**config.mk**
```make
export PLATFORM = sky130hd
export DESIGN_NAME = demux_1to4_router_flat
export DESIGN_NICKNAME = d
export VERILOG_FILES = /design/src/rtl/demux_1to4_router_if.sv /design/src/rtl/demux_1to4_router.sv /design/src/flat_wrapper.sv
export SDC_FILE = /design/constraint.sdc
export NUM_CORES = 1
export LEC_CHECK = 0
export CAP_MARGIN = 25
export CELL_PAD_IN_SITES_DETAIL_PLACEMENT = 1
export CELL_PAD_IN_SITES_GLOBAL_PLACEMENT = 1
export CORE_MARGIN = 5
export CORE_UTILIZATION = 31
export DETAILED_ROUTE_END_ITERATION = 16
export PLACE_DENSITY_LB_ADDON = 0.08
export SLEW_MARGIN = 10
export SYNTH_ARGS = -nofsm -noshare
export SYNTH_HDL_FRONTEND = slang
export SYNTH_SLANG_ARGS = --single-unit
```
**constraint.sdc**
```tcl
create_clock -name clk -period 1.8 [get_ports clk]
set_clock_uncertainty 0.1 [all_clocks]
set_input_delay 0.36 -clock clk [delete_from_list [all_inputs] [get_ports clk]]
set_output_delay 0.36 -clock clk [all_outputs]
set_load 0.005 [all_outputs]
```
**src/rtl/demux_1to4_router_if.sv**
```systemverilog
// Handshake bundle for the 1-to-4 router: one valid/ready input stream with
// channel selects, and four valid/ready output channels.
interface demux_1to4_router_if #(
    parameter int WIDTH = 4
);
    logic [WIDTH-1:0] in_data;
    logic             in_valid;
    logic             in_ready;
    logic             sel_a, sel_b, sel_c, sel_d;
    logic [WIDTH-1:0] out_a, out_b, out_c, out_d;
    logic             out_valid_a, out_valid_b, out_valid_c, out_valid_d;
    logic             out_ready_a, out_ready_b, out_ready_c, out_ready_d;

    modport master (
        output in_data, in_valid, sel_a, sel_b, sel_c, sel_d,
               out_ready_a, out_ready_b, out_ready_c, out_ready_d,
        input  in_ready, out_a, out_b, out_c, out_d,
               out_valid_a, out_valid_b, out_valid_c, out_valid_d
    );

    modport slave (
        input  in_data, in_valid, sel_a, sel_b, sel_c, sel_d,
               out_ready_a, out_ready_b, out_ready_c, out_ready_d,
        output in_ready, out_a, out_b, out_c, out_d,
               out_valid_a, out_valid_b, out_valid_c, out_valid_d
    );
endinterface

```
**src/rtl/demux_1to4_router.sv**
```systemverilog
// Registered 1-to-4 demux: priority-selected steering into four independent
// one-entry holding registers, with a saturating count of unsteered words.
module demux_1to4_router #(
    parameter int WIDTH      = 4,
    parameter int DROP_CNT_W = 8
) (
    input  logic                  clk,
    input  logic                  rst_n,
    demux_1to4_router_if.slave    bus,
    output logic [DROP_CNT_W-1:0] drop_cnt
);
    logic [3:0]            sel, out_rdy, tgt, load, drain;
    logic [3:0]            valid_q, valid_d;
    logic [WIDTH-1:0]      data_q [4];
    logic [WIDTH-1:0]      data_d [4];
    logic [DROP_CNT_W-1:0] drop_q, drop_d;
    logic                  tgt_none, in_ready, xfer;

    assign sel     = {bus.sel_d, bus.sel_c, bus.sel_b, bus.sel_a};
    assign out_rdy = {bus.out_ready_d, bus.out_ready_c, bus.out_ready_b, bus.out_ready_a};

    always_comb begin
        tgt = 4'b0000;
        if (sel[0])      tgt = 4'b0001;
        else if (sel[1]) tgt = 4'b0010;
        else if (sel[2]) tgt = 4'b0100;
        else if (sel[3]) tgt = 4'b1000;
    end

    assign tgt_none = (tgt == 4'b0000);
    assign drain    = valid_q & out_rdy;
    // Only the targeted channel can back-pressure; a draining slot accepts on the same edge.
    assign in_ready = rst_n & (tgt_none | ~|(tgt & valid_q & ~drain));
    assign xfer     = bus.in_valid & in_ready;
    assign load     = xfer ? tgt : 4'b0000;

    always_comb begin
        valid_d = (valid_q & ~drain) | load;
        drop_d  = drop_q;
        for (int i = 0; i < 4; i++) begin
            data_d[i] = load[i] ? bus.in_data : data_q[i];
        end
        if (xfer && tgt_none && (drop_q != {DROP_CNT_W{1'b1}})) begin
            drop_d = drop_q + DROP_CNT_W'(1);
        end
    end

    always_ff @(posedge clk or negedge rst_n) begin
        if (!rst_n) begin
            valid_q <= 4'b0000;
            drop_q  <= '0;
            for (int i = 0; i < 4; i++) begin
                data_q[i] <= '0;
            end
        end else begin
            valid_q <= valid_d;
            drop_q  <= drop_d;
            for (int i = 0; i < 4; i++) begin
                data_q[i] <= data_d[i];
            end
        end
    end

    assign bus.in_ready    = in_ready;
    assign bus.out_a       = data_q[0];
    assign bus.out_b       = data_q[1];
    assign bus.out_c       = data_q[2];
    assign bus.out_d       = data_q[3];
    assign bus.out_valid_a = valid_q[0];
    assign bus.out_valid_b = valid_q[1];
    assign bus.out_valid_c = valid_q[2];
    assign bus.out_valid_d = valid_q[3];
    assign drop_cnt        = drop_q;

    a_load_a: assert property (@(negedge clk) disable iff (!rst_n)
        $past(bus.in_valid && in_ready && bus.sel_a) |-> (bus.out_a == $past(bus.in_data)));

    a_stall_stable: assert property (@(negedge clk) disable iff (!rst_n)
        $past(valid_q & ~out_rdy) == 4'b0000
        || ((($past(valid_q & ~out_rdy)) & ~valid_q) == 4'b0000
            && (!$past(valid_q[0] & ~out_rdy[0]) || $stable(data_q[0]))
            && (!$past(valid_q[1] & ~out_rdy[1]) || $stable(data_q[1]))
            && (!$past(valid_q[2] & ~out_rdy[2]) || $stable(data_q[2]))
            && (!$past(valid_q[3] & ~out_rdy[3]) || $stable(data_q[3]))));

    a_drop_mono: assert property (@(negedge clk) disable iff (!rst_n)
        drop_q >= $past(drop_q));
endmodule
```
**src/flat_wrapper.sv**
```systemverilog
// flat-port wrapper written by rule: the top's interface ports become plain ports
module demux_1to4_router_flat 
#(
    parameter int WIDTH      = 4,
    parameter int DROP_CNT_W = 8
)
  (clk, rst_n, drop_cnt, bus_in_data, bus_in_valid, bus_sel_a, bus_sel_b, bus_sel_c, bus_sel_d, bus_out_ready_a, bus_out_ready_b, bus_out_ready_c, bus_out_ready_d, bus_in_ready, bus_out_a, bus_out_b, bus_out_c, bus_out_d, bus_out_valid_a, bus_out_valid_b, bus_out_valid_c, bus_out_valid_d);
  demux_1to4_router_if #(.WIDTH(WIDTH)) bus_i ();
  input  logic clk;
  input  logic rst_n;
  output logic [DROP_CNT_W-1:0] drop_cnt;
  input wire logic [$bits(bus_i.in_data)-1:0] bus_in_data;
  input wire logic [$bits(bus_i.in_valid)-1:0] bus_in_valid;
  input wire logic [$bits(bus_i.sel_a)-1:0] bus_sel_a;
  input wire logic [$bits(bus_i.sel_b)-1:0] bus_sel_b;
  input wire logic [$bits(bus_i.sel_c)-1:0] bus_sel_c;
  input wire logic [$bits(bus_i.sel_d)-1:0] bus_sel_d;
  input wire logic [$bits(bus_i.out_ready_a)-1:0] bus_out_ready_a;
  input wire logic [$bits(bus_i.out_ready_b)-1:0] bus_out_ready_b;
  input wire logic [$bits(bus_i.out_ready_c)-1:0] bus_out_ready_c;
  input wire logic [$bits(bus_i.out_ready_d)-1:0] bus_out_ready_d;
  output wire logic [$bits(bus_i.in_ready)-1:0] bus_in_ready;
  output wire logic [$bits(bus_i.out_a)-1:0] bus_out_a;
  output wire logic [$bits(bus_i.out_b)-1:0] bus_out_b;
  output wire logic [$bits(bus_i.out_c)-1:0] bus_out_c;
  output wire logic [$bits(bus_i.out_d)-1:0] bus_out_d;
  output wire logic [$bits(bus_i.out_valid_a)-1:0] bus_out_valid_a;
  output wire logic [$bits(bus_i.out_valid_b)-1:0] bus_out_valid_b;
  output wire logic [$bits(bus_i.out_valid_c)-1:0] bus_out_valid_c;
  output wire logic [$bits(bus_i.out_valid_d)-1:0] bus_out_valid_d;
  assign bus_i.in_data = bus_in_data;
  assign bus_i.in_valid = bus_in_valid;
  assign bus_i.sel_a = bus_sel_a;
  assign bus_i.sel_b = bus_sel_b;
  assign bus_i.sel_c = bus_sel_c;
  assign bus_i.sel_d = bus_sel_d;
  assign bus_i.out_ready_a = bus_out_ready_a;
  assign bus_i.out_ready_b = bus_out_ready_b;
  assign bus_i.out_ready_c = bus_out_ready_c;
  assign bus_i.out_ready_d = bus_out_ready_d;
  assign bus_in_ready = bus_i.in_ready;
  assign bus_out_a = bus_i.out_a;
  assign bus_out_b = bus_i.out_b;
  assign bus_out_c = bus_i.out_c;
  assign bus_out_d = bus_i.out_d;
  assign bus_out_valid_a = bus_i.out_valid_a;
  assign bus_out_valid_b = bus_i.out_valid_b;
  assign bus_out_valid_c = bus_i.out_valid_c;
  assign bus_out_valid_d = bus_i.out_valid_d;
  demux_1to4_router #(.WIDTH(WIDTH), .DROP_CNT_W(DROP_CNT_W)) u_core (.clk(clk), .rst_n(rst_n), .bus(bus_i), .drop_cnt(drop_cnt));
endmodule
```
==> impl_metrics.tcl <==
set metrics [dict create \
    relSlewSlack 0.754 \
    drive_gt1_frac 0.469 \
    start_util 0.317 \
    fillCellCount 401 \
    multi_input_area_um2 694 \
    clock_latency_ns 0.27 \
    drt_wl_total_um 4250 \
    wire_per_inst_um 18.6 \
    cts_buffer_depth 2 \
    final_area_mm2 0.00231 \
    gp_congestion 0.787 \
    pwr_density_cell_mw_per_mm2 771 \
    slew_viol_final 0 \
    grt_use_met1 0.202 \
    yosys_warnings 0 \
    violations "negative setup slack" \
    seq_area_um2 702 \
    rows 23 \
    critPathMaxFanout 7 \
    cts_tree "built" \
    layout_common_cells "clkdlybuf4s50_1, dfrtp_1, buf_4" \
    avgSynthCellArea_um2 13.0 \
    drc 0 \
    netlist_area_mm2 0.00125 \
    ys_ff_latch 28 \
    synthXorXnorAreaFrac 0.0490 \
    yosysUniqueCellTypes 27 \
    finalCriticalPeriod_ns 1.87 \
    diodes 0 \
    setup_viol 20 \
    use_met2 0.283 \
    finalPower_mw 1.78 \
    drt_iter0_markers 24 \
    muxShareOfSynthArea 0.153 \
    rsz0062_at_grt "yes" \
    cts-root-buf "clkbuf_8" \
    start_kind "primary input" \
    final_common_cell "clkdlybuf4s50_1" \
    cp.required_ns 1.86 \
    finalCritPeriodShare 1.04 \
    dieWidth_um 73.5 \
    hpwl_um 2670 \
    h-tree-depth 1 \
    antenna_found_initial 0 \
    fmax_mhz 534 \
    path_clk_slew_ns 0.09 \
    worst_slack_ns -0.0726 \
    placed_cell_area_mm2 0.00187 \
    status "complete, but fails checks" \
    vias 1129 \
    place_inst 205 \
    synth_compound_area_frac 0.0501 \
    grt_max_degree 29 \
    die_h_um 73.5 \
    viasPerCell 4.93 \
    gr-total-overflow 0 \
    synth_cells 96 \
    core_mm2 0.00394 \
    tightest_slew_ns 0.368 \
    fin_cells 229 \
    antenna_left 0 \
    cts_made_buffers 3 \
    ys_seq_area_frac 0.561 \
    grtUsageTotal 0.166 \
    critical_path_arrival_ns 1.94 \
    fin_nets 196 \
    peakVddDrop_v 0.000661 \
    synth_top_family_by_area "multiplexers" \
    end_kind "flop" \
    grt_first_pass_wirelength_um 6710 \
    portBuffers 43 \
    floorplan.die_area_mm2 0.00540 \
    use_met3 0.0410 \
    min_path_type "primary input to async pin" \
    yosys.area_share.simple 0.152 \
    first_global_vias 1281 \
    dr.pass1.iters 3 \
    clock-sinks 28 \
    synthAdderAreaFrac 0.0100 \
    syn_nets 112 \
    hold_viol_final 0 \
    pin_count 44 \
    p_leak_nw 1.09 \
    critical_path_class "primary input to flop" \
    area_growth_pct 85.0 \
    grt_busiest_layer "met2" \
    maxCapViolCount 0 \
]
-- cells in the mapped netlist --
master / count / area, µm²
or4bb_1: 1 / 11.3
o211ai_1: 1 / 7.51
buf_2: 1 / 5.00
dfrtp_1: 28 / 701
nor2_1: 2 / 7.51
mux2_2: 17 / 191
nor3_2: 2 / 20.0
or3b_1: 1 / 8.76
nand3b_1: 1 / 7.51
and2_1: 1 / 6.26
inv_1: 5 / 18.8
o21ai_1: 1 / 5.00
a21o_1: 1 / 7.51
ha_1: 1 / 12.5
nor4_1: 7 / 43.8
o211ai_4: 1 / 21.3
or2_2: 1 / 6.26
nand2b_1: 2 / 12.5
nand3_1: 3 / 15.0
o22ai_1: 1 / 6.26
nor3_1: 2 / 10.0
or4b_4: 1 / 13.8
o21ai_0: 3 / 15.0
nor4b_1: 1 / 8.76
nand4_1: 3 / 18.8
xor2_1: 7 / 61.3
buf_4: 1 / 7.51
-- timing repair --
action / in CTS / in global routing
gates resized for setup: 57 / 25
pin swaps: 9 / 11
buffers inserted: 18 / 5
hold buffers: 0 / 0
endpoints found under the setup margin: 29 / 30
-- flip-flops by register name, summed over array words and instances, names as in the netlist --
signal / flops
u_core.bus.out_c: 4
u_core.valid_q: 4
u_core.bus.out_a: 4
u_core.bus.out_d: 4
u_core.drop_cnt: 8
u_core.bus.out_b: 4
-- through the flow --
| step | setup WS, ns | TNS, ns | utilization | hold slack, ns |
|---|---|---|---|---|
| floorplan | -0.0944 | -0.750 | - | -0.0356 |
| global placement | -0.811 | -18.25 | 0.475 | 0.384 |
| detailed placement | -0.909 | -20.58 | 0.475 | 0.387 |
| CTS | -0.111 | -1.56 | 0.554 | 0.263 |
| global route | -0.126 | -2.16 | 0.586 | 0.270 |
| finish | -0.0726 | -1.02 | 0.586 | 0.246 |
-- logic make-up (layout without fill, tap and decap cells) --
| family | count (synthesis) | count (layout) |
|---|---|---|
| XOR/XNOR | 7 | 7 |
| buffers and inverters | 7 | 90 |
| flip-flops | 28 | 28 |
| adder cells (fa/ha/maj) | 1 | 1 |
| AO/OA/AOI/OAI | 8 | 8 |
| AND/OR/NAND/NOR | 28 | 28 |
| multiplexers | 17 | 17 |
-- per-layer routing --
layer / vias to the layer above / share of wire
met3: 9 / 0.053
met1: 575 / 0.42
met2: 30 / 0.51
met5: - / 0
li1: 515 / -
met4: 0 / 0.016
-- power breakdown --
part	total [mW]	leakage [nW]	internal [mW]	switching [mW]
registers	0.792	0.358	0.731	0.0607
clock network	0.394	0.0288	0.196	0.198
logic	0.597	0.706	0.393	0.204
-- worst max-delay path, cell delays in order --
cell      delay [ns]
buf_8           0.10
or4b_4          0.57
o211ai_4        0.19
buf_6           0.14
buf_12          0.12
nor3_4          0.05
buf_6           0.12
mux2_4          0.28
-- cell type report --
class | count | area share
inverter | 5 | 0.00812
tap | 50 | 0.0271
sequential | 28 | 0.304
multi-input combinational | 61 | 0.300
timing repair buffer | 81 | 0.337
clock buffer | 4 | 0.0238
-- final timing paths --
kind	startpoint	endpoint	cells after the start	slack (ns)
setup / recovery	bus_sel_b	u_core.bus.out_a[0]$_DFFE_PN0P_	8	-0.07
hold / removal	rst_n	u_core.drop_cnt[7]$_DFFE_PN0P_	2	0.25
setup reg to reg	u_core.valid_q[1]$_DFF_PN0_	u_core.bus.out_c[2]$_DFFE_PN0P_	6	-0.07
hold reg to reg	u_core.drop_cnt[6]$_DFFE_PN0P_	u_core.drop_cnt[6]$_DFFE_PN0P_	1	0.42
max in group asynchronous	rst_n	u_core.drop_cnt[2]$_DFFE_PN0P_	2	1.06
min in group clk	bus_out_ready_b	u_core.valid_q[1]$_DFF_PN0_	3	0.38
(Power assumes the default switching activity.)
